==> config.mk <==
export PLATFORM = sky130hd
export DESIGN_NAME = systolic_skew_stream
export DESIGN_NICKNAME = d
export VERILOG_FILES = /design/src/rtl/systolic_pkg.sv /design/src/rtl/systolic_skew_lane.sv /design/src/rtl/systolic_skew_stream.sv
export SDC_FILE = /design/constraint.sdc
export NUM_CORES = 2
export LEC_CHECK = 0
export BUFFER_PORTS_ARGS = -buffer_cell sky130_fd_sc_hd__buf_4
export CAP_MARGIN = 0
export CORE_UTILIZATION = 44
export CTS_BUF_LIST = sky130_fd_sc_hd__clkbuf_16
export DETAILED_ROUTE_END_ITERATION = 10
export GPL_ROUTABILITY_DRIVEN = 0
export PLACE_DENSITY = 0.69
export RECOVER_POWER = 50
export SYNTH_ARGS = -nofsm -noshare
export SYNTH_HDL_FRONTEND = slang
export SYNTH_SLANG_ARGS = --single-unit
==> constraint.sdc <==
create_clock -name CLOCK -period 60.2 [get_ports CLOCK]
set_clock_uncertainty 0.2 [all_clocks]
set_input_delay 18.06 -clock CLOCK [delete_from_list [all_inputs] [get_ports CLOCK]]
set_output_delay 18.06 -clock CLOCK [all_outputs]
set_load 0.03 [all_outputs]
==> src/rtl/systolic_pkg.sv <==
// Shared types and helpers for the systolic skew/deskew stream stage.
package systolic_pkg;

    localparam int unsigned MODE_SKEW   = 0;
    localparam int unsigned MODE_DESKEW = 1;

    typedef enum logic [1:0] {
        IDLE   = 2'd0,
        STREAM = 2'd1,
        DRAIN  = 2'd2
    } state_t;

    // Beats of delay applied to a lane: i for skew, LANES-1-i for deskew.
    function automatic int unsigned lane_delay(input int unsigned lane,
                                               input int unsigned lanes,
                                               input int unsigned mode);
        return (mode == MODE_DESKEW) ? (lanes - 1 - lane) : lane;
    endfunction

endpackage

==> src/rtl/systolic_skew_lane.sv <==
// One lane delay line of {data, valid}; advances only when en is high.
module systolic_skew_lane #(
    parameter int unsigned DEPTH      = 1,
    parameter int unsigned DATA_WIDTH = 8
) (
    input  logic                  CLOCK,
    input  logic                  reset,
    input  logic                  en,
    input  logic                  clear,
    input  logic [DATA_WIDTH-1:0] in_data,
    input  logic                  in_valid,
    output logic [DATA_WIDTH-1:0] out_data,
    output logic                  out_valid
);

    generate
        if (DEPTH == 0) begin : g_pass
            logic w_unused;
            assign w_unused  = CLOCK ^ reset ^ en ^ clear;
            assign out_data  = in_data;
            assign out_valid = in_valid;
        end else begin : g_shift
            logic [DATA_WIDTH-1:0] r_data [DEPTH];
            logic [DEPTH-1:0]      r_valid;

            always_ff @(posedge CLOCK or posedge reset) begin
                if (reset) begin
                    for (int unsigned k = 0; k < DEPTH; k++) r_data[k] <= '0;
                    r_valid <= '0;
                end else if (clear) begin
                    for (int unsigned k = 0; k < DEPTH; k++) r_data[k] <= '0;
                    r_valid <= '0;
                end else if (en) begin
                    r_data[0]  <= in_data;
                    r_valid[0] <= in_valid;
                    for (int unsigned k = 1; k < DEPTH; k++) begin
                        r_data[k]  <= r_data[k-1];
                        r_valid[k] <= r_valid[k-1];
                    end
                end
            end

            assign out_data  = r_data[DEPTH-1];
            assign out_valid = r_valid[DEPTH-1];
        end
    endgenerate

endmodule

==> src/rtl/systolic_skew_stream.sv <==
// Skew/deskew stage: per-lane delay lines, zero-fill drain after last, and a
// registered output with full valid/ready backpressure.
module systolic_skew_stream
    import systolic_pkg::*;
#(
    parameter int unsigned LANES      = 16,
    parameter int unsigned DATA_WIDTH = 8,
    parameter int unsigned MODE       = MODE_SKEW
) (
    input  logic                        CLOCK,
    input  logic                        reset,
    input  logic                        clear,
    input  logic [LANES*DATA_WIDTH-1:0] in_data,
    input  logic                        in_valid,
    input  logic                        in_last,
    output logic                        in_ready,
    output logic [LANES*DATA_WIDTH-1:0] out_data,
    output logic [LANES-1:0]            out_lane_valid,
    output logic                        out_valid,
    output logic                        out_last,
    input  logic                        out_ready,
    output logic                        busy
);

    localparam int unsigned BUS_W = LANES * DATA_WIDTH;
    localparam int unsigned CNT_W = (LANES > 1) ? $clog2(LANES) : 1;

    state_t             r_state;
    state_t             w_state_nxt;
    logic [CNT_W-1:0]   r_drain_cnt;
    logic [CNT_W-1:0]   w_drain_cnt_nxt;
    logic               w_last_set;
    logic               w_can_accept;
    logic               w_in_fire;
    logic               w_step;
    logic [BUS_W-1:0]   w_lane_data;
    logic [LANES-1:0]   w_lane_valid;

    assign w_can_accept = !out_valid || out_ready;
    assign in_ready     = w_can_accept && (r_state != DRAIN) && !clear;
    assign w_in_fire    = in_valid && in_ready;
    // Lines only move on step, so input bubbles never disturb lane alignment.
    assign w_step       = w_can_accept && !clear && (w_in_fire || (r_state == DRAIN));
    assign busy         = (r_state != IDLE);

    generate
        for (genvar i = 0; i < LANES; i++) begin : g_lane
            localparam int unsigned D = lane_delay(i, LANES, MODE);
            logic [DATA_WIDTH-1:0] w_lane_in;

            assign w_lane_in = w_in_fire ? in_data[i*DATA_WIDTH +: DATA_WIDTH] : '0;

            systolic_skew_lane #(
                .DEPTH      (D),
                .DATA_WIDTH (DATA_WIDTH)
            ) u_lane (
                .CLOCK     (CLOCK),
                .reset     (reset),
                .en        (w_step),
                .clear     (clear),
                .in_data   (w_lane_in),
                .in_valid  (w_in_fire),
                .out_data  (w_lane_data[i*DATA_WIDTH +: DATA_WIDTH]),
                .out_valid (w_lane_valid[i])
            );
        end
    endgenerate

    always_ff @(posedge CLOCK or posedge reset) begin
        if (reset) begin
            r_state     <= IDLE;
            r_drain_cnt <= '0;
        end else begin
            r_state     <= w_state_nxt;
            r_drain_cnt <= w_drain_cnt_nxt;
        end
    end

    always_comb begin
        w_state_nxt     = r_state;
        w_drain_cnt_nxt = r_drain_cnt;
        w_last_set      = 1'b0;
        if (clear) begin
            w_state_nxt     = IDLE;
            w_drain_cnt_nxt = '0;
        end else begin
            case (r_state)
                IDLE, STREAM: begin
                    if (w_in_fire) begin
                        if (!in_last) begin
                            w_state_nxt = STREAM;
                        end else if (LANES == 1) begin
                            w_last_set  = 1'b1;
                            w_state_nxt = IDLE;
                        end else begin
                            w_state_nxt     = DRAIN;
                            w_drain_cnt_nxt = CNT_W'(LANES - 1);
                        end
                    end
                end
                DRAIN: begin
                    if (w_step) begin
                        w_drain_cnt_nxt = r_drain_cnt - CNT_W'(1);
                        if (r_drain_cnt == CNT_W'(1)) begin
                            w_last_set  = 1'b1;
                            w_state_nxt = IDLE;
                        end
                    end
                end
                default: begin
                    w_state_nxt     = IDLE;
                    w_drain_cnt_nxt = '0;
                end
            endcase
        end
    end

    // Output register: loads on step, otherwise holds fields and drops valid once consumed.
    always_ff @(posedge CLOCK or posedge reset) begin
        if (reset) begin
            out_data       <= '0;
            out_lane_valid <= '0;
            out_valid      <= 1'b0;
            out_last       <= 1'b0;
        end else if (clear) begin
            out_data       <= '0;
            out_lane_valid <= '0;
            out_valid      <= 1'b0;
            out_last       <= 1'b0;
        end else if (w_step) begin
            out_data       <= w_lane_data;
            out_lane_valid <= w_lane_valid;
            out_valid      <= 1'b1;
            out_last       <= w_last_set;
        end else if (out_ready) begin
            out_valid      <= 1'b0;
            out_last       <= 1'b0;
        end
    end

endmodule

==> results by group <==
Power and ir drop
  • Part of the power in combinational logic: 0.057
  • Worst VDD drop: 24.4 uV
  • Net switching power: 366 uW
  • Design Power: 1.53 mW
  • Pleak: around 22 nW
  • Pwr/cell area: 30.0 mW/mm^2
  • Sequential power share: 0.501
  • Cell-internal power: 1.17 mW
  • Clock share of power: 0.442
  • Sw Share: 0.239

Global routing
  • GR Util All Layers: 0.172
  • Overflow after GRT: 0
  • Initial antenna violation count: 11
  • Vias in the first global route: 28529
  • Pin count of the biggest net entering global routing: 300
  • First-pass GRT wire length: 149000 um

Setup path
  • Top delay family on crit path: buffers and inverters
  • Critical Path End Type: output pin
  • CP max FO: 113
  • CP Buf/Inv Count: 2
  • Startpoint types: input port
  • Crit path cell chain: clkbuf_1 -> nor3_1 -> buf_4
  • Crit path max-delay cell type: clkbuf_1
  • Slowest stage delay, CP: 2.53 ns
  • CP Data Arrival Time: 21.13 ns
  • Critical path class: in2out
  • Worst EP required: 41.94 ns

Drt
  • Top sig layer: met5
  • Drt wl/cell: 14.7 um
  • Met1 wire length: 44200 um
  • Met2 WL: 39000 um
  • Final WL: ~90000 um
  • Detail Route Antenna Nets: 0
  • Vias per cell: 4.91
  • First drt pass iteration count: 5
  • DR WL met3: about 4700 um
  • Initial DRC Count: about 2500
  • Residual DRC: 0
  • Vias: 29996

CTS
  • Post-CTS Setup Repair Bufs: 0
  • CTS tree: yes
  • Worst-Skew Late Latency: 0.70 ns
  • Clock tree buffer depth: 3
  • TritonCTS Buffers: roughly 120
  • CTS sink count: 1112
  • Reg clk slew, reported paths: 0.07 ns
  • Post-CTS sizing: 0
  • Hold buffers post-CTS: 0
  • Htree depth: 3
  • Clock root buffer: clkbuf_16

Synth
  • Avg Cell Area, Syn: approximately 9.9 um^2
  • Simple-Gate Fraction of Synth Area: 0.217
  • Top FF cell, synth: dfrtp_1
  • Seq/Total Area, Yosys: 0.612
  • Synth area leaders: dfrtp_1 61%, nand2b_1 13%, o21ai_0 9.8%
  • Post-synth cell types: 30
  • Most used standard cell by instance count after synthesis: dfrtp_1
  • Post-synth top cells: 1112 x dfrtp_1, 977 x nand2_1, 977 x nand2b_1
  • Synthesized area: 0.0455 mm^2
  • Net count after synthesis: 4716
  • Yosys warnings: 0
  • Area leader, netlist: dfrtp_1
  • Compound-gate portion of the synthesized area: 0.135
  • Adder-Cell Fraction of Synth Area: 0.000550
  • Ys async rst share: 1.00
  • Xor/xnor cell area share of the yosys netlist: 0
  • Main combinational cell family by area after synthesis: simple AND/OR/NAND/NOR gates
  • Yosys reg bits: 1112
  • Mux contribution to synthesized area: 0
  • Share of the synthesized area in the top cell type: 0.612
  • Post-synthesis cell count: around 4600
  • EDFF count, synth: 0

Placed design
  • Dpl ws: 23.05 ns
  • Placed Area: 0.0481 mm^2
  • Dpl hpwl: approximately 49000 um
  • IO buf count: 281

STA
  • Final Hold Violating Endpoints: 0
  • Min cycle time layout: 39.39 ns
  • Post-route setup TNS: 0 ns
  • Setup violators final: 0
  • Max-slew violations: 1832
  • Period utilization: 0.654
  • Unrepaired setup endpoints after global routing: no
  • Worst slew margin: -4.95
  • Final worst slack: 20.81 ns
  • Slew @ Worst Pin: a little under 9 ns
  • Hold WS: 0.263 ns
  • Fmax: 25.4 MHz

Worst hold path
  • Hold crit path type: reg2reg

Run
  • # Max-Cap Violations: 19

Layout
  • Area grow syn2layout: 12.2%
  • Fin nets: 4786
  • Final Cell Area: approximately 0.051 mm^2
  • Share of layout cells above drive strength 1: 0.0658

Die
  • Die width: 324 um
  • Die span in y: 324 um
  • Core ar.: approximately 0.1 mm^2
  • Initial core utilization: 0.445
  • Rows: 117
  • I/O Pins: 282
  • Overall die area: 0.105 mm^2

Outcome
  • Status: complete, but fails checks
  • Failing checks: max-capacitance violations, max-slew violations
-- tightest hold or removal path, cell delays in order, from the launching register on --
cell and delay, ns:
dfrtp_1 0.35, nand2_1 0.05, o21ai_0 0.06
-- kinds of logic (layout without fill, tap and decap cells) --
family / Yosys count / count (layout)
compound gates: 1123 / 1123
flops: 1112 / 1112
simple gates: 1970 / 1970
fa+ha+maj: 2 / 2
buf+inv: 373 / 535
other cells: 0 / 5
-- power by group through the flow --
stage	registers (mW)	logic (mW)	clock network [mW]
CTS	0.768	0.0902	0.700
detailed placement	0.782	0.0900	0
floorplan	0.783	0.0652	0
global placement	0.781	0.0893	0
finish	0.768	0.0872	0.678
global route	0.769	0.0985	0.729
-- state kept, by name (all words and copies together), names as in the netlist --
register / count
g_lane.u_lane.g_shift.r_data: 840
out_data: 128
g_lane.u_lane.out_data: 120
out_lane_valid: 16
r_drain_cnt: 4
r_state: 2
out_last: 1
out_valid: 1
-- path summary, 6_finish.rpt --
| kind | from | endpoint | slack (ns) | depth (start not counted) |
|---|---|---|---|---|
| hold / removal | g_lane[12].u_lane.g_shift.r_data[38]$_DFFE_PP0P_ | g_lane[12].u_lane.g_shift.r_data[30]$_DFFE_PP0P_ | 0.26 | 2 |
| min in group asynchronous | reset | g_lane[2].u_lane.out_data[4]$_DFFE_PP0P_ | 18.74 | 2 |
| max in group asynchronous | reset | g_lane[15].u_lane.out_data[5]$_DFFE_PP0P_ | 31.53 | 3 |
| setup reg to reg | r_state[1]$_DFFE_PP0P_ | g_lane[11].u_lane.g_shift.r_data[33]$_DFFE_PP0P_ | 45.80 | 8 |
| hold reg to reg | g_lane[12].u_lane.g_shift.r_data[38]$_DFFE_PP0P_ | g_lane[12].u_lane.g_shift.r_data[30]$_DFFE_PP0P_ | 0.26 | 2 |
| setup / recovery | clear | in_ready | 20.81 | 3 |
-- cells in the final DEF (no fill, tap or decap), drive strengths merged, types with 4 or more instances in the layout --
cell / count
nand2: 977
o21ai: 975
diode: 5
a21oi: 7
nor2: 6
a22o: 128
dfrtp: 1112
clkinv: 49
nand2b: 977
clkbuf: 281
o22a: 4
inv: 37
bufinv: 7
buf: 155
clkinvlp: 6
-- metrics by stage --
| step | std cells | util |
|---|---|---|
| floorplan | 4580 | - |
| global placement | 5900 | 0.471 |
| detailed placement | 5900 | 0.471 |
| CTS | 6110 | 0.506 |
| global route | 6114 | 0.499 |
| finish | 6115 | 0.499 |
-- layout make-up --
cell class | instances | area, um^2
fillers | 9625 | 51100
diodes | 5 | 12.5
inverters | 5 | 20.0
multi-input cells | 3095 | 16000
clock inverters | 94 | 708
repair buffers | 320 | 1810
flip-flops and latches | 1112 | 27800
well taps | 1368 | 1710
clock buffers | 116 | 2900
-- metal layers --
layer,GRT usage,vias to the layer above
met2,0.251,393
met5,0,-
met4,0.0563,12
met3,0.0415,140
li1,-,15040
met1,0.251,14411
(Power assumes the default switching activity.)
